===== src/rtl/step_settle_monitor.sv =====
`default_nettype none
// ============================================================================
// Module      : step_settle_monitor
// Description : Measures settling time, peak and overshoot of a step response.
// Revision    : 1.0 - initial release
// ============================================================================
module step_settle_monitor #(
   parameter int WIDTH       = 25,
   parameter int CNT_W       = 16,
   parameter int HOLD_CYCLES = 16,
   parameter int TIMEOUT     = 4096
) (
   input  logic                    clk,
   input  logic                    rst,
   input  logic                    start,
   input  logic signed [WIDTH-1:0] sample,
   input  logic signed [WIDTH-1:0] target,
   input  logic [WIDTH-2:0]        tol,
   output logic                    busy,
   output logic                    done,
   output logic                    settled,
   output logic                    timeout,
   output logic [CNT_W-1:0]        settle_time,
   output logic signed [WIDTH-1:0] peak,
   output logic [WIDTH-2:0]        overshoot
);

   typedef enum logic [1:0] {
      S_IDLE  = 2'd0,
      S_TRACK = 2'd1,
      S_HOLD  = 2'd2,
      S_DONE  = 2'd3
   } state_t;

   localparam logic [CNT_W-1:0] c_hold = CNT_W'(HOLD_CYCLES);
   localparam logic [CNT_W-1:0] c_last = CNT_W'(TIMEOUT - 1);

   state_t                  r_state;
   state_t                  w_next;
   logic signed [WIDTH-1:0] r_target;
   logic [WIDTH-2:0]        r_tol;
   logic [CNT_W-1:0]        r_elapsed;
   logic [CNT_W-1:0]        r_hold_cnt;
   logic [CNT_W-1:0]        r_cand;
   logic signed [WIDTH-1:0] r_peak_run;

   logic                    w_eval;
   logic [WIDTH:0]          w_diff;
   logic [WIDTH:0]          w_err;
   logic                    w_in_tol;
   logic signed [WIDTH-1:0] w_peak_new;
   logic [WIDTH:0]          w_ovs_diff;
   logic [WIDTH-2:0]        w_ovs;
   logic [CNT_W-1:0]        w_hold_inc;
   logic [CNT_W-1:0]        w_cand;
   logic                    w_settle;
   logic                    w_finish;

   // Differences are taken one bit wider than the operands so they never wrap.
   assign w_eval     = (r_state == S_TRACK) || (r_state == S_HOLD);
   assign w_diff     = {sample[WIDTH-1], sample} - {r_target[WIDTH-1], r_target};
   assign w_err      = w_diff[WIDTH] ? (~w_diff + 1'b1) : w_diff;
   assign w_in_tol   = (w_err <= {2'b00, r_tol});
   assign w_peak_new = ((r_elapsed == '0) || (sample > r_peak_run)) ? sample : r_peak_run;
   assign w_ovs_diff = {w_peak_new[WIDTH-1], w_peak_new} - {r_target[WIDTH-1], r_target};
   assign w_ovs      = w_ovs_diff[WIDTH]   ? '0 :
                       w_ovs_diff[WIDTH-1] ? '1 : w_ovs_diff[WIDTH-2:0];
   assign w_hold_inc = r_hold_cnt + 1'b1;
   assign w_cand     = (r_state == S_TRACK) ? r_elapsed : r_cand;
   assign w_settle   = w_in_tol &&
                       (((r_state == S_TRACK) && (HOLD_CYCLES == 1)) ||
                        ((r_state == S_HOLD) && (w_hold_inc == c_hold)));
   assign w_finish   = w_eval && (w_settle || (r_elapsed == c_last));

   assign busy = w_eval;
   assign done = (r_state == S_DONE);

   always_ff @(posedge clk or negedge rst) begin
      if (!rst) begin
         r_state <= S_IDLE;
      end else begin
         r_state <= w_next;
      end
   end

   always_comb begin
      w_next = r_state;
      case (r_state)
         S_IDLE:  if (start) w_next = S_TRACK;
         S_TRACK: begin
            if (w_finish)      w_next = S_DONE;
            else if (w_in_tol) w_next = S_HOLD;
         end
         S_HOLD: begin
            if (w_finish)       w_next = S_DONE;
            else if (!w_in_tol) w_next = S_TRACK;
         end
         S_DONE:  w_next = S_IDLE;
         default: w_next = S_IDLE;
      endcase
   end

   always_ff @(posedge clk or negedge rst) begin
      if (!rst) begin
         r_target    <= '0;
         r_tol       <= '0;
         r_elapsed   <= '0;
         r_hold_cnt  <= '0;
         r_cand      <= '0;
         r_peak_run  <= '0;
         settled     <= 1'b0;
         timeout     <= 1'b0;
         settle_time <= '0;
         peak        <= '0;
         overshoot   <= '0;
      end else begin
         if ((r_state == S_IDLE) && start) begin
            r_target   <= target;
            r_tol      <= tol;
            r_elapsed  <= '0;
            r_hold_cnt <= '0;
         end
         if (w_eval) begin
            r_elapsed  <= r_elapsed + 1'b1;
            r_peak_run <= w_peak_new;
            if (r_state == S_TRACK) begin
               if (w_in_tol) begin
                  r_hold_cnt <= CNT_W'(1);
                  r_cand     <= r_elapsed;
               end
            end else begin
               r_hold_cnt <= w_in_tol ? w_hold_inc : '0;
            end
            // A settle on the final allowed cycle takes precedence over timeout.
            if (w_finish) begin
               settled     <= w_settle;
               timeout     <= !w_settle;
               settle_time <= w_settle ? w_cand : '1;
               peak        <= w_peak_new;
               overshoot   <= w_ovs;
            end
         end
      end
   end

endmodule
`default_nettype wire


===== config.mk =====
export PLATFORM = sky130hd
export DESIGN_NAME = step_settle_monitor
export DESIGN_NICKNAME = d
export VERILOG_FILES = /design/src/rtl/step_settle_monitor.sv
export SDC_FILE = /design/constraint.sdc
export NUM_CORES = 1
export LEC_CHECK = 0
export BUFFER_PORTS_ARGS = -buffer_cell sky130_fd_sc_hd__buf_2
export CAP_MARGIN = 20
export CORE_ASPECT_RATIO = 1.1
export CORE_MARGIN = 3
export CORE_UTILIZATION = 30
export DETAILED_ROUTE_END_ITERATION = 8
export GPL_TIMING_DRIVEN = 0
export PLACE_DENSITY_LB_ADDON = 0.1
export SYNTH_ARGS = -nofsm -noshare
export SYNTH_HDL_FRONTEND = slang
export SYNTH_SLANG_ARGS = --single-unit

===== constraint.sdc =====
create_clock -name clk -period 8.48 [get_ports clk]
set_input_delay 0.848 -clock clk [delete_from_list [all_inputs] [get_ports clk]]
set_output_delay 0.848 -clock clk [all_outputs]
set_load 0.03 [all_outputs]

# [Yosys cells after proc, flatten, opt, wreduce, memory -nomap -nowiden]
# Cells that the tools add are included.
[op_classes] n_addsub=5 n_mul=0 div=0 n_lt_le_gt_ge=2 n_eq_ne=8 shift=0 n_mux=19 bitwise_logic=1 reduce_logical=14
[ops] operator="$mux W16" n=9
[ops] operator="$sub A25 B25 Y26" n=2
[ops] operator="$mux W24" n=2
[ops] operator="$add A16 B1 Y16 const B" n=2
[ops] operator="$add A26 B1 Y26 const B" n=1
[ops] operator="$le A26 B24 Y1" n=1
[ops] operator="$mux W26" n=1
[ops] operator="$not A26 Y26" n=1
[ops] operator="$gt A25 B25 Y1" n=1
[ops] operator="$mux W25" n=1
[ops] operator="$eq A16 B12 Y1 const B" n=1
[ops] operator="$eq A16 B5 Y1 const B" n=1
[ops] operator="$logic_not A16 Y1" n=1
[ops] operator="$mux W2" n=5
[ops] operator="$pmux W2 S4" n=1
[ops] operator="$ne A3 B3 Y1 const B" n=2
[ops] operator="$reduce_and A3 Y1" n=2
[ops] operator="$eq A2 B2 Y1 const B" n=2
[ops] operator="$logic_and A1 B1 Y1" n=4
[ops] operator="$logic_or A1 B1 Y1" n=3
[ops] operator="$eq A2 B1 Y1 const B" n=1
[ops] operator="$logic_not A2 Y1" n=1
[ops] operator="$ne A2 B2 Y1 const B" n=1
[ops] operator="$reduce_and A2 Y1" n=1
[ops] operator="2 further kinds" n=2
[word_totals] register_bits=191 latchBits=0 ramBits=0 romBits=0 in_bits=77 out_inout_bits=69 word_cells=61 n_memories=0

# [Logic depth before layout (Yosys ltp)]
# Gate-level depths: netlist of run 1.
[logic_depth] depth_word=10 mapped_depth=29 ltp_nobuf=27

# [Worst setup path after synthesis of run 1]
# OpenSTA, ideal clock, no wires.
[synth_path] path_kind="input -> register" from="input port sample[1]" to="register overshoot[21]" setup_time_ns=0.083 t_arrival_ns=6.283 required_time_ns=8.397 setup_slack_ns=2.114 cell_stages=28 n_path_buf=2 cell_sequence="ha_1 nor2b_1 o21a_1 o21ai_0 nand2b_1 a21oi_1 nor2b_1 o21ai_0 a21oi_1 or3_1 a31oi_1 clkbuf_1 mux2i_1 ha_1 fa_1 nor2b_1 o21ai_0 a21oi_1 nor2_1 o21ai_0 a311oi_1 o31ai_1 nor3_1 o21bai_1 xor2_1 clkbuf_1 o21ba_2 o21ai_0"
[synth_between] elab_chain_cells=9 elab_cells_between_ends=15 cone_classes="3 x add/sub; 2 x order compare; 4 x mux; 1 x bitwise; 5 x reduce/logical"
[synth_lines] item="start: declaration" line="16" text="input logic signed [WIDTH-1:0] sample,"
[synth_lines] item="$sub A25 B25 Y26" line="61" text="assign w_diff = {sample[WIDTH-1], sample} - {r_target[WIDTH-1], r_target};"
[synth_lines] item="$not A26 Y26" line="62" text="assign w_err = w_diff[WIDTH] ? (~w_diff + 1'b1) : w_diff;"
[synth_lines] item="$add A26 B1 Y26" line="62"
[synth_lines] item="$mux W26" line="62"
[synth_lines] item="$le A26 B24 Y1" line="63" text="assign w_in_tol = (w_err <= {2'b00, r_tol});"
[synth_lines] item="$logic_and A1 B1 Y1" line="70" text="assign w_settle = w_in_tol &&"
[synth_lines] item="$logic_or A1 B1 Y1" line="73" text="assign w_finish = w_eval && (w_settle || (r_elapsed == c_last));"
[synth_lines] item="$logic_and A1 B1 Y1" line="73"
[synth_lines] item="$reduce_and A2 Y1 (no source line)"
[synth_lines] item="end signal: assignment" line="140" text="overshoot <= w_ovs;"
[synth_lines] item="end: declaration" line="25" text="output logic [WIDTH-2:0] overshoot"
# Parallel ways exist; a longest one is shown, timed or not.
# A chain may end at the register's enable or synchronous reset.

# [Final worst setup path of run 1]
[layout_path] from="input port sample[1]" to="register overshoot[21]"
[layout_between] elab_cells_between_ends=15 cone_classes="3 x add/sub; 2 x order compare; 4 x mux; 1 x bitwise; 5 x reduce/logical"
[layout_rtl] item="$gt A25 B25 Y1 (*)" line="64" text="assign w_peak_new = ((r_elapsed == '0) || (sample > r_peak_run)) ? sample : r_peak_run;"
[layout_rtl] item="$logic_or A1 B1 Y1 (*)" line="64"
[layout_rtl] item="$mux W25 (*)" line="64"
[layout_rtl] item="net w_peak_new[2]" line="51" text="logic signed [WIDTH-1:0] w_peak_new;"
[layout_rtl] item="$sub A25 B25 Y26 (*)" line="65" text="assign w_ovs_diff = {w_peak_new[WIDTH-1], w_peak_new} - {r_target[WIDTH-1], r_target};"
[layout_rtl] item="$mux W24" line="67" text="w_ovs_diff[WIDTH-1] ? '1 : w_ovs_diff[WIDTH-2:0];"
[layout_rtl] item="$mux W24 (*)" line="66" text="assign w_ovs = w_ovs_diff[WIDTH] ? '0 :"
# The timed path passes the listed nets; every way through them passes the cells marked *.

==> metrics.md, run 1 <==
| Metric | Value |
|---|---|
| Status | `completed` |
| P_sw | `3.49 mW` |
| Routed wire length per instance | `17.7 um` |
| Number of design-rule violations left by the first detailed-router iteration | `456` |
| Area of the mapped netlist | `13200 um^2` |
| Maximum clock insertion buffer count | `2` |
| Critical Path Slowest Stage Cell | `clkbuf_1` |
| Antenna violations before repair | `6` |
| Top FF cell, synth | `dfrtp_1` |
| Element type at the critical path start | `primary input` |
| Number of DRC violations after detailed routing | `0` |
| Sequential power share | `0.189` |
| Core Region | `43400 um^2` |
| Maximum achievable frequency | `0.128 GHz` |
| Sequential-to-total area share from yosys stat | `0.361` |
| Clock share of power | `0.116` |
| Die Span Y | `226 um` |
| Transition time at the pin with the least slew margin | `1.08 ns` |
| Effective utilization at floorplan | `0.305` |
| H-Tree Level Count | `4` |
| Final hold viol count | `0` |
| Synthesized Nets | `1600` |
| Signed area change from the synthesized netlist to the final layout | `15.8%` |
| Num CTS Buffers | `17` |
| Share of the clock period used by the worst path | `0.923` |
| Share of power burned in combinational logic | `0.695` |
| Final Slew Violations | `0` |
| Multiplexer fraction of the synthesized cell area | `0.124` |
| Clock tree from TritonCTS | `done` |
| Antenna violation net count after detailed routing | `0` |
| Overall power consumption | `7.14 mW` |
| Main combinational cell family by area after synthesis | `compound AO/OA/AOI/OAI gates` |
| Xor-xnor portion of the synthesized cell area | `0.0490` |
| Clock-pin slew of the registers on the worst-case setup and hold paths | `0.09 ns` |
| Horizontal die dimension | `206 um` |
| Detail Placement HPWL | `30300 um` |
| Routability congestion estimate from global placement | `0.803` |
| CP max stage delay | `0.60 ns` |
| Most common library cell in the layout ignoring fill and taps | `dfrtp_1` |
| RSZ-0062 raised after global routing | `no` |
| Number of clock sinks seen by CTS | `191` |
| Total number of vias | `10600` |
| First-pass GRT wire length | `60900 um` |
| # rows | `80` |
| Net count reported at finish | `1766` |
| Count of different cell masters after synthesis | `83` |
| Top fanout value on the critical path | `10` |
| Area share of and/or/nand/nor cells after synthesis | `0.151` |
| Final cell count without fillers | `2167` |
| PwrDens | `466 nW/um^2` |
| Async set-or-reset flop fraction in the synthesized netlist | `1.00` |
| Post-DR vias/cell | `4.90` |
| Total leakage power | `7.15 nW` |
| Clock Tree Root | `clkbuf_16` |
| Required time of the critical path | `8.88 ns` |
| Sw frac | `0.489` |
| Number of filler cells placed in the layout | `4640` |
| Layout Skew | `0.0211 ns` |
| Most Frequent Cell on Critical Path | `o21ai_0` |
| Type of the most critical hold path | `primary input to async pin` |
| Number of primary I/O pins | `146` |
| Cell count after synthesis | `1412` |
| Vias in the first global route | `10800` |
| Ys Warns | `0` |
| Fraction of layout instances using a drive strength above 1 | `0.225` |
| Leftover overflow at the end of global routing | `0` |
| Number of cell instances on the worst register-to-register path | `29` |
| Startpoint-to-endpoint class of the critical path | `primary input to flip-flop` |
| Post-synthesis compound-gate area fraction | `0.161` |
| Number of synthesized flops with an enable pin | `0` |
| Largest net degree at the start of global routing | `107` |
| Data arrival time of the worst path | `8.23 ns` |
| Clock insertion delay at the later pin of the skew report | `0.48 ns` |
| Area of the multi-input gates | `7840 um^2` |
| Routed WL | `38400 um` |
| Share of synthesized cell area in full adder, half adder and majority cells | `0.106` |
| Total die area | `46700 um^2` |
| Area occupied by registers | `4780 um^2` |
| Syn avg cell area | `9.38 um^2` |
| Count of port buffers added during placement | `145` |
| Layout Utilization | `0.353` |
| Number of register bits inferred by synthesis | `191` |
| Peak supply drop | `0.242 mV` |
| Max-cap violations | `0` |
| Tightest slew margin relative to the limit | `0.271` |
| Global-route total usage across every layer | `0.168` |
| Internal portion of total power | `3.65 mW` |
| Nature of the critical path endpoint | `flip-flop` |
| Most used cells in the layout excluding fill and tap cells | `dfrtp_1 (191), buf_2 (153), nand2_1 (120), mux2_2 (118), ha_1 (109)` |
| Setup-violating endpoint count in the final report | `0` |
| Total instance count after detailed placement | `2133` |
| Shortest clock period the worst path allows after layout | `7.83 ns` |
| Total iterations of the first detailed-routing run | `4` |
| Total Neg Setup Slack | `0 ns` |
worst max-delay path: cells and delay by family:
kind,cells,cell delay [ns]
xor+xnor,1,0.43
simple gates,7,1.00
fa+ha+maj,2,0.65
buf+inv,4,1.47
compound gates,14,3.39
mux,1,0.44
state kept, by name, indices dropped and copies added (netlist names):
register / cells
overshoot: 24
peak: 25
r_cand: 16
r_elapsed: 16
r_hold_cnt: 16
r_peak_run: 25
r_state: 2
r_target: 25
r_tol: 24
settle_time: 16
settled: 1
timeout: 1
cells in the mapped netlist (9+ instances only):
master | instances | area (um^2)
a211oi_1 | 22 | 165
a21o_1 | 26 | 195
a21oi_1 | 79 | 395
a31oi_1 | 12 | 75.1
and2_1 | 23 | 144
and3_1 | 14 | 87.6
buf_2 | 9 | 45.0
clkbuf_1 | 38 | 143
dfrtp_1 | 191 | 4780
ha_1 | 109 | 1360
inv_1 | 98 | 368
mux2_2 | 118 | 1330
mux2_4 | 15 | 225
nand2_1 | 120 | 450
nand2b_1 | 13 | 81.3
nand3_1 | 34 | 170
nand4_1 | 15 | 93.8
nor2_1 | 99 | 372
nor2b_1 | 14 | 87.6
nor3_1 | 29 | 145
o21a_1 | 12 | 90.1
o21ai_0 | 99 | 495
xnor2_1 | 46 | 403
xor2_1 | 28 | 245
power by group through the flow:
stage	clock network [mW]	logic, mW	registers, mW
2_1_floorplan	0	3.74	1.30
3_3_place_gp	0	4.93	1.36
3_5_place_dp	0	4.98	1.37
4_1_cts	0.865	5.02	1.35
5_1_grt	0.894	5.62	1.38
6_report	0.828	4.97	1.35
layer usage:
layer | share of wire | vias up | global-route usage
li1 | - | 5354 | -
met5 | 0.0012 | - | 0
met3 | 0.031 | 29 | 0.0303
met4 | 0.011 | 8 | 0.0407
met2 | 0.48 | 135 | 0.285
met1 | 0.48 | 5083 | 0.223
per-stage QoR:
step / hold WS [ns] / worst slack, ns / area (um^2)
3_3_place_gp: 0.465 / -0.596 / 14700
4_1_cts: 0.381 / 0.281 / 15300
3_5_place_dp: 0.469 / -0.224 / 14700
6_report: 0.364 / 0.652 / 15300
2_1_floorplan: 0.451 / 2.11 / 13200
5_1_grt: 0.413 / 0.0602 / 15300
repair_timing:
item,in CTS,in global routing
setup buffers,0,0
resized for setup,0,1
hold buffers,0,0
setup endpoints to repair,0,9
final timing paths:
| path | start | slack (ns) | end |
|---|---|---|---|
| setup / recovery | sample[1] | 0.65 | overshoot[21]$_DFFE_PN0P_ |
| hold / removal | rst | 0.36 | r_tol[8]$_DFFE_PN0P_ |
| setup reg to reg | r_peak_run[1]$_DFFE_PN0N_ | 0.78 | overshoot[21]$_DFFE_PN0P_ |
| hold reg to reg | overshoot[10]$_DFFE_PN0P_ | 0.49 | overshoot[10]$_DFFE_PN0P_ |
| max in group asynchronous | rst | 7.15 | r_target[19]$_DFFE_PN0P_ |
| min in group clk | overshoot[10]$_DFFE_PN0P_ | 0.49 | overshoot[10]$_DFFE_PN0P_ |
final cells by class:
class | instances | area share
multi-input combinational | 1066 | 0.511
sequential | 191 | 0.312
timing repair buffer | 147 | 0.0503
buffer | 57 | 0.0171
antenna | 2 | 0.000326
tap | 574 | 0.0468
clock buffer | 20 | 0.0304
clock inverter | 12 | 0.00816
inverter | 98 | 0.0240
logic make-up after synthesis:
family / count (synthesis)
AO/OA/AOI/OAI: 332
XOR/XNOR: 74
adder cells (fa/ha/maj): 111
buffers and inverters: 155
flip-flops: 191
multiplexers: 142
AND/OR/NAND/NOR: 407
No activity file was read; power rests on OpenSTA's default activity.
==> run 2, diff against run 1 <==
--- a/config.mk
+++ b/config.mk
@@ -13,6 +13,7 @@
 export DETAILED_ROUTE_END_ITERATION = 8
 export GPL_TIMING_DRIVEN = 0
 export PLACE_DENSITY_LB_ADDON = 0.1
+export REMOVE_ABC_BUFFERS = 1
 export SYNTH_ARGS = -nofsm -noshare
 export SYNTH_HDL_FRONTEND = slang
 export SYNTH_SLANG_ARGS = --single-unit
==> metrics.md, run 2 (synthesis gave the netlist of run 1 again) <==
| Metric | Value |
|---|---|
| Final cell count without fillers | `2117 (-2.3%)` |
| Cell family with the largest share of critical-path delay | `compound AO/OA/AOI/OAI gates` |
| PwrDens | `466 nW/um^2 (about the same)` |
| Number of gates on the worst path with buffers counted | `28 (-3.4%)` |
| Number of primary I/O pins | `146 (unchanged)` |
| Clock insertion delay at the later pin of the skew report | `0.48 ns (about the same)` |
| Total iterations of the first detailed-routing run | `6 (+2)` |
| Effective utilization at floorplan | `0.305 (unchanged)` |
| H-Tree Level Count | `4 (unchanged)` |
| Element type at the critical path start | `primary input` |
| Top flop regs | `peak (25), r_peak_run (25), r_target (25)` |
| Most used cells in the layout excluding fill and tap cells | `dfrtp_1 (191), buf_2 (144), nand2_1 (119), mux2_2 (118), ha_1 (109)` |
| Required time of the critical path | `8.85 ns (-0.03 ns)` |
| Number of clock sinks seen by CTS | `191 (unchanged)` |
| Share of the clock period used by the worst path | `0.923 (about the same)` |
| Clock Tree Root | `clkbuf_16` |
| Total leakage power | `7.11 nW (-0.53%)` |
| Post-CTS setup buffer count | `0 (unchanged)` |
| # rows | `80 (unchanged)` |
| Antenna violation net count after detailed routing | `0 (unchanged)` |
| Detail Placement HPWL | `27200 um (-10%)` |
| Maximum clock insertion buffer count | `2 (unchanged)` |
| Setup-violating endpoint count in the final report | `0 (unchanged)` |
| Number of design-rule violations left by the first detailed-router iteration | `442 (-3.1%)` |
| Largest net degree at the start of global routing | `108 (+0.93%)` |
| Critical Path Slowest Stage Cell | `nor2b_4` |
| Final Slew Violations | `0 (unchanged)` |
| Startpoint-to-endpoint class of the critical path | `primary input to flip-flop` |
| Core Region | `43400 um^2 (unchanged)` |
| CP max stage delay | `0.78 ns (+0.18 ns)` |
| Type of the most critical hold path | `primary input to async pin` |
| Most common library cell in the layout ignoring fill and taps | `dfrtp_1` |
| Buffer and inverter count on the worst path | `3 (-1)` |
| Final hold viol count | `0 (unchanged)` |
| Hold Buf Count CTS | `0 (unchanged)` |
| Global-route total usage across every layer | `0.155 (-0.0137)` |
| Number of DRC violations after detailed routing | `0 (unchanged)` |
| First-pass GRT wire length | `57100 um (-6.2%)` |
| Fraction of layout instances using a drive strength above 1 | `0.229 (+0.00406)` |
| Layout Utilization | `0.351 (-0.00190)` |
| Cells resized by post-CTS repair | `0 (unchanged)` |
| Antenna violations before repair | `5 (-1)` |
| Count of port buffers added during placement | `145 (unchanged)` |
| Vias in the first global route | `10500 (-2.8%)` |
| Horizontal die dimension | `206 um (unchanged)` |
| Layout Skew | `0.0148 ns (-0.00628 ns)` |
| Shortest clock period the worst path allows after layout | `7.83 ns (-0.000432 ns)` |
| Number of cell instances on the worst register-to-register path | `26 (-10%)` |
| Routed WL | `35400 um (-7.8%)` |
| Leftover overflow at the end of global routing | `0 (unchanged)` |
| Signed area change from the synthesized netlist to the final layout | `15.2%` |
| Net count reported at finish | `1716 (-2.8%)` |
| Status | `completed` |
| Post-DR vias/cell | `4.89 (-0.14%)` |
| Total instance count after detailed placement | `2082 (-2.4%)` |
| Clock-pin slew of the registers on the worst-case setup and hold paths | `0.08 ns (about the same)` |
| RSZ-0062 raised after global routing | `no` |
| Max-cap violations | `0 (unchanged)` |
| Tightest slew margin relative to the limit | `0.336 (+0.0646)` |
| Die Span Y | `226 um (unchanged)` |
| Num CTS Buffers | `17 (unchanged)` |
| Routed wire length per instance | `16.7 um (-5.6%)` |
| Top fanout value on the critical path | `27 (+17)` |
| Total die area | `46700 um^2 (unchanged)` |
| Maximum achievable frequency | `0.128 GHz (about the same)` |
| Transition time at the pin with the least slew margin | `0.983 ns (-0.0957 ns)` |
| Clock tree from TritonCTS | `done` |
| Most Frequent Cell on Critical Path | `nand2_1` |
| Routability congestion estimate from global placement | `0.816 (+1.6%)` |
| Fin Hold WS | `0.346 ns (-0.0177 ns)` |
| Nature of the critical path endpoint | `flip-flop` |
| Peak supply drop | `0.238 mV (-1.8%)` |
| Data arrival time of the worst path | `8.19 ns (-0.04 ns)` |
| Total number of vias | `10400 (-2.4%)` |
==> run 2: changes by cell type in the layout (fill, tap and decap cells not counted), sizes merged <==
cell,delta
clkinvlp,+1
clkinv,-3
clkbuf,-42
inv,+2
buf,-10
bufinv,+2
==> run 2: power breakdown <==
group	internal (mW)	switching, mW	total, mW
combinational	2.13	2.79	4.91
sequential	1.17	0.178	1.35
clock	0.448	0.403	0.852
total	3.74	3.37	7.11
==> run 2: routing by layer <==
layer,global-route usage,share of wire,routed length [um],vias up
met2,0.255,0.47,16800,140
li1,-,-,-,5256
met4,0.0431,0.017,586,8
met5,0,0.0015,53,-
met3,0.0336,0.035,1260,40
met1,0.205,0.47,16800,4906
==> run 2: layout make-up <==
| cell class | count | area [um^2] |
|---|---|---|
| diodes | 2 | 5.00 |
| clock buffers | 18 | 439 |
| clock inverters | 14 | 154 |
| fillers | 4509 | 28200 |
| inverters | 98 | 368 |
| multi-input cells | 1066 | 7870 |
| flip-flops and latches | 191 | 4780 |
| well taps | 574 | 718 |
| repair buffers | 154 | 918 |
==> run 2: final timing paths <==
path	startpoint	endpoint	slack, ns
min in group clk	overshoot[1]$_DFFE_PN0P_	overshoot[1]$_DFFE_PN0P_	0.47
max	sample[0]	r_state[0]$_DFFE_PN0P_	0.65
max reg2reg	r_target[0]$_DFFE_PN0P_	r_state[0]$_DFFE_PN0P_	0.80
min	rst	r_hold_cnt[3]$_DFF_PN0_	0.35
max in group asynchronous	rst	r_target[15]$_DFFE_PN0P_	7.10
min reg2reg	overshoot[1]$_DFFE_PN0P_	overshoot[1]$_DFFE_PN0P_	0.47
==> run 2: per-stage QoR <==
stage	worst slack, ns	total power, mW	cell area (um^2)	TNS (ns)
after floorplan	0.956	4.98	13000	0
after global placement	-2.54	6.15	14400	-83.59
after detailed placement	0.0704	6.29	14600	0
after CTS	0.597	7.19	15200	0
after global routing	0.169	7.85	15200	0
final	0.652	7.11	15200	0
==> run 2: worst register-to-register path, cell delays in order, from the launching register on <==
cell	delay, ns
dfrtp_1	0.41
ha_1	0.22
fa_1	0.40
nor2b_1	0.23
o21bai_2	0.19
a311oi_1	0.35
a21oi_1	0.18
o21ai_0	0.22
xor2_1	0.13
or4_4	0.59
or2_2	0.33
nand2_1	0.09
xnor2_1	0.07
ha_1	0.30
nand2_1	0.06
nor2_1	0.16
nand2_1	0.12
a221oi_1	0.35
a2111oi_0	0.16
a211o_1	0.35
nand3b_1	0.12
o21ba_2	0.23
o311ai_4	0.64
buf_8	0.27
nor2b_4	0.79
mux2_4	0.36
o32a_1	0.28
